**src/rtl/text_console_writer.sv**
```systemverilog
`timescale 1ns/1ps
// ----------------------------------------------------------------------------
// text_console_writer
//
// Writes characters into the 80x60 screen character RAM that the VGA text
// display scans out. The byte stream from the core arrives over a
// valid/ready handshake. Printable codes are written at the cursor. Control
// codes move the cursor, clear the screen or trigger a scroll. This block
// owns port B of the dual-port screen RAM.
//
// Ports
//   clk_50MHz   in   system clock, the only clock
//   reset       in   synchronous, active-low reset
//   in_valid    in   character offered by the core
//   in_char     in   character code
//   in_ready    out  writer accepts in_char this cycle
//   wr_en       out  screen RAM write strobe
//   wr_col      out  write column (0..79)
//   wr_row      out  write row (0..59)
//   wr_char     out  write data
//   rd_col      out  read column
//   rd_row      out  read row
//   rd_char     in   read data, valid one cycle after rd_col/rd_row
//   cursor_col  out  current cursor column
//   cursor_row  out  current cursor row
//   busy        out  high while clearing or scrolling
//
// State             | meaning
// ------------------+------------------------------------------------------
// ST_RESET          | held in reset, all outputs 0; leaves into ST_CLEAR
// ST_CLEAR          | writing BLANK to all 4800 cells, row-major
// ST_IDLE           | in_ready=1, accepting characters
// ST_SCROLL_WAIT    | one cycle for the write at (59,79) before the copy
// ST_SCROLL_COPY    | reading rows 1..59 and writing them one row up
// ST_SCROLL_CLEAR   | writing BLANK across row 59
// ----------------------------------------------------------------------------
module text_console_writer (
    input  logic       clk_50MHz,
    input  logic       reset,
    input  logic       in_valid,
    input  logic [7:0] in_char,
    output logic       in_ready,
    output logic       wr_en,
    output logic [6:0] wr_col,
    output logic [6:0] wr_row,
    output logic [7:0] wr_char,
    output logic [6:0] rd_col,
    output logic [6:0] rd_row,
    input  logic [7:0] rd_char,
    output logic [6:0] cursor_col,
    output logic [6:0] cursor_row,
    output logic       busy
);

    localparam int          COLS  = 80;
    localparam int          ROWS  = 60;
    localparam logic [7:0]  BLANK = 8'h20;

    localparam logic [6:0]  LAST_COL = 7'(COLS - 1);
    localparam logic [6:0]  LAST_ROW = 7'(ROWS - 1);

    // Down-counter loads; each phase ends when the counter reaches zero.
    localparam logic [12:0] CLEAR_LOAD = 13'(COLS * ROWS - 1);
    localparam logic [12:0] COPY_LOAD  = 13'(COLS * (ROWS - 1));
    localparam logic [12:0] ROW_LOAD   = 13'(COLS - 1);

    localparam logic [7:0]  CH_BS = 8'h08;
    localparam logic [7:0]  CH_LF = 8'h0A;
    localparam logic [7:0]  CH_FF = 8'h0C;
    localparam logic [7:0]  CH_CR = 8'h0D;

    typedef enum logic [2:0] {
        ST_RESET,
        ST_CLEAR,
        ST_IDLE,
        ST_SCROLL_WAIT,
        ST_SCROLL_COPY,
        ST_SCROLL_CLEAR
    } state_t;

    state_t      state_q, state_d;
    logic [12:0] cells_q, cells_d;
    logic [6:0]  cur_col_q, cur_col_d;
    logic [6:0]  cur_row_q, cur_row_d;
    logic        wr_en_q, wr_en_d;
    logic [6:0]  wr_col_q, wr_col_d;
    logic [6:0]  wr_row_q, wr_row_d;
    logic [7:0]  wr_char_q, wr_char_d;
    logic        copy_q, copy_d;
    logic [6:0]  rd_col_q, rd_col_d;
    logic [6:0]  rd_row_q, rd_row_d;
    logic        in_ready_q, in_ready_d;
    logic        busy_q, busy_d;

    logic        start_clear;
    logic        start_copy;
    logic        printable;

    assign printable = (in_char >= 8'h20) && (in_char <= 8'h7E);

    always_comb begin
        state_d     = state_q;
        cells_d     = cells_q;
        cur_col_d   = cur_col_q;
        cur_row_d   = cur_row_q;
        wr_en_d     = 1'b0;
        wr_col_d    = wr_col_q;
        wr_row_d    = wr_row_q;
        wr_char_d   = wr_char_q;
        copy_d      = 1'b0;
        rd_col_d    = rd_col_q;
        rd_row_d    = rd_row_q;
        in_ready_d  = in_ready_q;
        busy_d      = busy_q;
        start_clear = 1'b0;
        start_copy  = 1'b0;

        case (state_q)
            ST_RESET: begin
                start_clear = 1'b1;
            end

            ST_CLEAR: begin
                if (cells_q == '0) begin
                    state_d    = ST_IDLE;
                    in_ready_d = 1'b1;
                    busy_d     = 1'b0;
                    cur_col_d  = '0;
                    cur_row_d  = '0;
                end else begin
                    cells_d   = cells_q - 13'd1;
                    wr_en_d   = 1'b1;
                    wr_char_d = BLANK;
                    if (wr_col_q == LAST_COL) begin
                        wr_col_d = '0;
                        wr_row_d = wr_row_q + 7'd1;
                    end else begin
                        wr_col_d = wr_col_q + 7'd1;
                    end
                end
            end

            ST_IDLE: begin
                if (in_valid && in_ready_q) begin
                    if (printable) begin
                        wr_en_d   = 1'b1;
                        wr_col_d  = cur_col_q;
                        wr_row_d  = cur_row_q;
                        wr_char_d = in_char;
                        if (cur_col_q == LAST_COL) begin
                            cur_col_d = '0;
                            if (cur_row_q == LAST_ROW) begin
                                // The character's own write must land before
                                // the copy starts reading, so hold one cycle.
                                state_d    = ST_SCROLL_WAIT;
                                in_ready_d = 1'b0;
                                busy_d     = 1'b1;
                            end else begin
                                cur_row_d = cur_row_q + 7'd1;
                            end
                        end else begin
                            cur_col_d = cur_col_q + 7'd1;
                        end
                    end else begin
                        case (in_char)
                            CH_LF: begin
                                cur_col_d = '0;
                                if (cur_row_q == LAST_ROW) begin
                                    start_copy = 1'b1;
                                end else begin
                                    cur_row_d = cur_row_q + 7'd1;
                                end
                            end
                            CH_CR: begin
                                cur_col_d = '0;
                            end
                            CH_BS: begin
                                if (cur_col_q != '0) begin
                                    cur_col_d = cur_col_q - 7'd1;
                                end
                            end
                            CH_FF: begin
                                start_clear = 1'b1;
                            end
                            default: begin
                            end
                        endcase
                    end
                end
            end

            ST_SCROLL_WAIT: begin
                start_copy = 1'b1;
            end

            ST_SCROLL_COPY: begin
                if (cells_q == '0) begin
                    // Pipeline drained; start blanking the bottom row.
                    state_d   = ST_SCROLL_CLEAR;
                    cells_d   = ROW_LOAD;
                    wr_en_d   = 1'b1;
                    wr_row_d  = LAST_ROW;
                    wr_col_d  = '0;
                    wr_char_d = BLANK;
                end else begin
                    // The cell addressed this cycle is written next cycle,
                    // one row up, with rd_char passed straight through.
                    cells_d  = cells_q - 13'd1;
                    wr_en_d  = 1'b1;
                    copy_d   = 1'b1;
                    wr_row_d = rd_row_q - 7'd1;
                    wr_col_d = rd_col_q;
                    if (cells_q != 13'd1) begin
                        if (rd_col_q == LAST_COL) begin
                            rd_col_d = '0;
                            rd_row_d = rd_row_q + 7'd1;
                        end else begin
                            rd_col_d = rd_col_q + 7'd1;
                        end
                    end
                end
            end

            ST_SCROLL_CLEAR: begin
                if (cells_q == '0) begin
                    state_d    = ST_IDLE;
                    in_ready_d = 1'b1;
                    busy_d     = 1'b0;
                end else begin
                    cells_d   = cells_q - 13'd1;
                    wr_en_d   = 1'b1;
                    wr_col_d  = wr_col_q + 7'd1;
                    wr_char_d = BLANK;
                end
            end

            default: begin
                state_d = ST_RESET;
            end
        endcase

        if (start_clear) begin
            state_d    = ST_CLEAR;
            cells_d    = CLEAR_LOAD;
            wr_en_d    = 1'b1;
            wr_col_d   = '0;
            wr_row_d   = '0;
            wr_char_d  = BLANK;
            in_ready_d = 1'b0;
            busy_d     = 1'b1;
        end

        if (start_copy) begin
            state_d    = ST_SCROLL_COPY;
            cells_d    = COPY_LOAD;
            rd_col_d   = '0;
            rd_row_d   = 7'd1;
            in_ready_d = 1'b0;
            busy_d     = 1'b1;
        end
    end

    always_ff @(posedge clk_50MHz) begin
        if (!reset) begin
            state_q    <= ST_RESET;
            cells_q    <= '0;
            cur_col_q  <= '0;
            cur_row_q  <= '0;
            wr_en_q    <= 1'b0;
            wr_col_q   <= '0;
            wr_row_q   <= '0;
            wr_char_q  <= '0;
            copy_q     <= 1'b0;
            rd_col_q   <= '0;
            rd_row_q   <= '0;
            in_ready_q <= 1'b0;
            busy_q     <= 1'b0;
        end else begin
            state_q    <= state_d;
            cells_q    <= cells_d;
            cur_col_q  <= cur_col_d;
            cur_row_q  <= cur_row_d;
            wr_en_q    <= wr_en_d;
            wr_col_q   <= wr_col_d;
            wr_row_q   <= wr_row_d;
            wr_char_q  <= wr_char_d;
            copy_q     <= copy_d;
            rd_col_q   <= rd_col_d;
            rd_row_q   <= rd_row_d;
            in_ready_q <= in_ready_d;
            busy_q     <= busy_d;
        end
    end

    // Copy data arrives from the RAM in the same cycle it has to be written,
    // so write data bypasses its register only during copy writes.
    assign wr_char    = copy_q ? rd_char : wr_char_q;
    assign wr_en      = wr_en_q;
    assign wr_col     = wr_col_q;
    assign wr_row     = wr_row_q;
    assign rd_col     = rd_col_q;
    assign rd_row     = rd_row_q;
    assign cursor_col = cur_col_q;
    assign cursor_row = cur_row_q;
    assign in_ready   = in_ready_q;
    assign busy       = busy_q;

endmodule

```
**config.mk**
```make
export PLATFORM = sky130hd
export DESIGN_NAME = text_console_writer
export DESIGN_NICKNAME = d
export VERILOG_FILES = /design/src/rtl/text_console_writer.sv
export SDC_FILE = /design/constraint.sdc
export NUM_CORES = 1
export LEC_CHECK = 0
export BUFFER_PORTS_ARGS = -buffer_cell sky130_fd_sc_hd__buf_4
export CAP_MARGIN = 0
export CORE_MARGIN = 2
export CORE_UTILIZATION = 30
export CTS_CLUSTER_DIAMETER = 30
export DETAILED_ROUTE_END_ITERATION = 6
export GPL_ROUTABILITY_DRIVEN = 1
export PLACE_DENSITY = 0.56
export SLEW_MARGIN = 10
export SYNTH_ARGS = -nofsm -noshare
export SYNTH_HDL_FRONTEND = slang
export SYNTH_SLANG_ARGS = --single-unit
```
**constraint.sdc**
```tcl
create_clock -name clk_50MHz -period 3.6 [get_ports clk_50MHz]
set_input_delay 0 -clock clk_50MHz [delete_from_list [all_inputs] [get_ports clk_50MHz]]
set_output_delay 0 -clock clk_50MHz [all_outputs]
set_load 0.02 [all_outputs]
```
== Word level (Yosys, flattened, before mapping) ==
Cells that the tools add are included.

* Register bits: 70
* Output and inout port bits: 53

* Add/subtract/negate cells: 9
* Magnitude comparators: 2
* Equal/unequal tests: 46
* Muxes and demuxes: 81
* Bitwise logic cells: 3
* Reduce and logical (&&, ||, !) cells: 42

{| class="wikitable"
|+ Operators by type and width
! operator !! count
|-
| 2-to-1 mux 7 bit || 22
|-
| 2-to-1 mux 13 bit || 4
|-
| adder 7 x 1 -> 7 bit (second input constant) || 6
|-
| case mux 7 bit (2 select lines) || 3
|-
| 2-to-1 mux 8 bit || 5
|-
| equality test 8 x 4 -> 1 bit (second input constant) || 4
|-
| != test 4 bit (second input constant) || 8
|-
| AND reduction 5 bit || 6
|-
| 2-to-1 mux 1 bit || 28
|-
| case mux 7 bit (4 select lines) || 1
|-
| case mux 13 bit (2 select lines) || 1
|-
| 2-to-1 mux 3 bit || 8
|-
| case mux 8 bit (3 select lines) || 1
|-
| != test 2 bit (second input constant) || 11
|-
| equality test 7 bit (second input constant) || 3
|-
| != test 3 bit (second input constant) || 7
|-
| case mux 7 bit (3 select lines) || 1
|-
| AND reduction 7 bit || 3
|-
| nonzero test 4 bit || 4
|-
| subtractor 7 x 1 -> 7 bit (second input constant) || 2
|-
| logical NOT 13 bit || 1
|-
| != test 13 x 1 -> 1 bit (second input constant) || 1
|-
| subtractor 13 x 1 -> 13 bit (second input constant) || 1
|-
| case mux 3 bit (4 select lines) || 1
|-
| 25 further kinds || 51
|}

== Longest topological paths before layout ==
* Depth in word-level cells: 8
* Mapped depth: 9
* Depth with buffers taken out: 8

== Least setup slack after synthesis ==
Ideal clock, no wire load.

* Kind: flip-flop to flip-flop
* From: reg cells_q[0]
* To: reg wr_char_q[5]
* Setup time: 0.115 ns
* Arrival time: 2.194 ns
* Required time: 3.485 ns
* Setup slack: 1.291 ns
* Stages on the path, launching flop included: 9
* Period minus slack after synthesis: 2.309 ns
* Cell sequence: dfxtp_1 > inv_1 > ha_1 > or4b_2 > nor3_1 > buf_2 > a21oi_1 > a221o_1 > and3_1

* Longest elaborated chain between the ends: 3
* Elaborated cells on any way between the ends: 4
* Classes of those cells: 2 x eq/ne; 2 x reduce/logical

{| class="wikitable"
|+ RTL lines
! what !! RTL line !! RTL
|-
| from (decl) || 82 || <nowiki>logic [12:0] cells_q, cells_d;</nowiki>
|-
| from (signal assigned) || 280 || <nowiki>cells_q <= cells_d;</nowiki>
|-
| logical NOT 13 bit * || 124, 197, 225 ||
|-
| != test 3 bit (no source line) || -- ||
|-
| AND reduction 5 bit (no source line) * || -- ||
|-
| to (signal assigned) || 286 || <nowiki>wr_char_q <= wr_char_d;</nowiki>
|-
| to (decl) || 88 || <nowiki>logic [7:0] wr_char_q, wr_char_d;</nowiki>
|}

Every way passes the cells marked *; elsewhere a longest branch is shown, timed or not.
A chain may end at the register's enable or synchronous reset.

== Worst setup path in the final report ==
* From: reg state_q[2]
* To: reg wr_row_q[1], in the netlist wr_row[1]

* Longest elaborated chain between the ends: 3
* Elaborated cells on any way between the ends: 13
* Classes of those cells: 7 x eq/ne; 2 x mux; 4 x reduce/logical

{| class="wikitable"
|+ RTL lines
! what !! RTL line !! RTL
|-
| from (decl) || 81 || <nowiki>state_t state_q, state_d;</nowiki>
|-
| from (signal assigned) || 279 || <nowiki>state_q <= state_d;</nowiki>
|-
| equality test 3 x 1 -> 1 bit (tied with other cells) || 118 || <nowiki>case (state_q)</nowiki>
|-
| != test 2 bit (no source line) (tied with other cells) || -- ||
|-
| AND reduction 5 bit (no source line) / OR reduction 2 bit (equally long branches) || -- ||
|-
| to (signal assigned) || 285 || <nowiki>wr_row_q <= wr_row_d;</nowiki>
|-
| to (decl) || 87 || <nowiki>logic [6:0] wr_row_q, wr_row_d;</nowiki>
|}

Several ways; a longest one is shown, not always the timed one.

==> reports/results.tsv <==
metric	value	unit
critPathKind	flop to flop	
antennaDiodeCount	0	
drive_gt1_share	19.9	%
synth_nets	574	
wl_per_cell	17.6	µm
grt_start_max_net_pins	20	
worstRegToRegCells	7	
rsz0062_at_grt	no	
holdBufCountCts	6	
cp-end-kind	flop	
status	complete, no violations	
synth_top_area_share	32.2	%
synthArstFlopShare	0	%
clockRootBuffer	clkbuf_16	
clkTransAtPathRegs	0.06	ns
nFillCells	1476	
clk_latency	0.34	ns
core	14400	µm²
nets	638	
switching_share	27.2	%
ys.warnings.count	0	
remaining_drc_errors	0	
p_int	1.36	mW
leakagePower	2.04	nW
drt_iter0_drc	351	
synthFlopType	dfxtp_1	
p_seq_share	44.1	%
yosys.area.top_type	dfxtp_1	
numCtsBuffers	9	
synth_edf_count	0	
syn_inst	544	
synth_cell_types	72	
cap_violations	0	
fin_cells	797	
viasPerCell	5.63	
syn_area	4360	µm²
htree_num_levels	3	
grt_antenna_before_repair	0	
finalWeightedCongestion	0.906	
yosys.cell_count.top_type	dfxtp_1	
drv_slew	0	
synth_common_cells	70 x dfxtp_1, 53 x nor2_1, 50 x nand2_1	
tightest_slew	0.908	ns
start_kind	flop	
dp_cells	775	
dp_hpwl	10500	µm
avgSynthCellArea	8.01	µm²
p_sw	0.507	mW
clkSinkCount	70	
port_buffers	71	
ant_nets	0	
slew_headroom	39.4	%
tritoncts	yes	
powerDensity	347	nW/µm²
seq_area_frac_synth	32.2	%
dieArea	15500	µm²
cts_resized	0	
finalHoldViolCount	0	
die_h	125	µm
setup_tns	0	ns
ioPinCount	72	
clock_skew	0.0100	ns
syn_to_final_growth	23.6	%
pwr-share-comb	10.2	%
grt_pass1_vias	4233	
synth_seq_cells	70	
firstDrtPassIters	5	
hold_class	primary input to flop	
fin_crit_sh	76.8	%
setup_viol	0	
grt_pass1_wl	22700	µm
whs_path_depth	2	
fmax	362	MHz
regArea	1400	µm²
clkPwrFrac	45.7	%
multiInputGateArea	2760	µm²
irDropWorstVdd	210	µV
totalWireLength	14000	µm
vias	4489	
worst-path-max-fanout	14	
fin_crit	2.76	ns
post-cts-setup-buffers	0	
gr-usage-all-layers	18.0	%
core.rowCount	44	
gr-total-overflow	0	
clockBufferDepth	2	
worstPathRequired	3.85	ns
crit_arrival	3.01	ns
fp.dieW	125	µm
synth_area_leaders	dfxtp_1 32%, nor2_1 4.6%, a21oi_1 4.5%	
start_util	30.3	%
## cell families (layout without fill, tap and decap cells)
family | Yosys count | count (layout) | share of synthesized area [%]
simple gates | 228 | 228 | 28.2
flops | 70 | 70 | 32.2
mux | 14 | 14 | 3.48
xor+xnor | 25 | 25 | 5.03
compound gates | 148 | 148 | 23.3
fa+ha+maj | 11 | 11 | 3.16
buf+inv | 48 | 117 | 4.65
## per-layer routing
| metal | track usage (%) | wire [µm] | up-vias |
|---|---|---|---|
| met4 | 3.70 | 131 | 0 |
| met3 | 4.25 | 843 | 13 |
| met5 | 0 | 0 | - |
| met1 | 25.5 | 6830 | 2150 |
| met2 | 28.0 | 6220 | 153 |
| li1 | - | - | 2173 |
## critical path: stages (launching register included)
cell      delay (ns)
dfxtp_1         0.60
nor3b_1         0.80
nor2_1          0.41
o31a_1          0.20
nor3_1          0.17
buf_4           0.22
nor2_1          0.06
a211oi_1        0.22
## registers in the layout, summed over array words and instances (netlist names), 3 cells and up
name / flops
cursor_row: 7
rd_col: 7
rd_row: 7
wr_row: 7
wr_char_q: 8
state_q: 3
cells_q: 13
wr_col: 7
cursor_col: 7
## through the flow
step	hold WS, ns	setup slack [ns]	utilization, %	instance area (µm²)	power, mW
2_1_floorplan	0.143	1.29	-	4360	0.955
3_3_place_gp	0.269	0.940	35.1	5040	1.02
3_5_place_dp	0.259	0.918	35.1	5040	1.02
4_1_cts	0.00341	0.905	37.5	5390	1.89
5_1_grt	0.0217	0.527	37.5	5390	1.94
6_report	0.0175	0.835	37.5	5390	1.87
## power by group through the flow
stage | Sequential (mW) | Clock (mW) | Combinational (mW)
4_1_cts | 0.822 | 0.874 | 0.189
6_report | 0.822 | 0.854 | 0.190
5_1_grt | 0.825 | 0.904 | 0.210
3_3_place_gp | 0.838 | 0 | 0.182
2_1_floorplan | 0.829 | 0 | 0.126
3_5_place_dp | 0.839 | 0 | 0.183
## cell type report
type,count,area share (%)
clock inverter,6,0.813
multi-input combinational,426,51.2
inverter,16,1.12
timing repair buffer,85,12.1
tap,184,4.28
sequential,70,26.0
clock buffer,10,4.44
## placed cells by master (no fill, tap or decap), types with 6 or more instances in the layout
master	n
a211oi_1	9
a21oi_1	39
a221o_1	6
a221oi_1	7
a31oi_1	6
and3_1	13
buf_4	79
clkbuf_16	9
dfxtp_1	70
dlygate4sd3_1	6
ha_1	11
inv_1	15
mux2_2	9
nand2_1	50
nand3_1	13
nand4_1	15
nor2_1	53
nor2b_1	6
nor3_1	17
nor3b_1	7
nor4_1	11
o21ai_0	31
o31ai_1	6
or3_1	8
or4_1	7
xnor2_1	17
xor2_1	8
## final timing paths
kind	slack, ns	startpoint	end
worst min-delay path	0.02	reset	rd_row[0]
worst max register to register	0.84	state_q[2]	wr_row[1]
worst min register to register	0.43	wr_char_q[7]	wr_char_q[7]
worst max-delay path	0.84	state_q[2]	wr_row[1]
No activity file was read; power rests on OpenSTA's default activity.
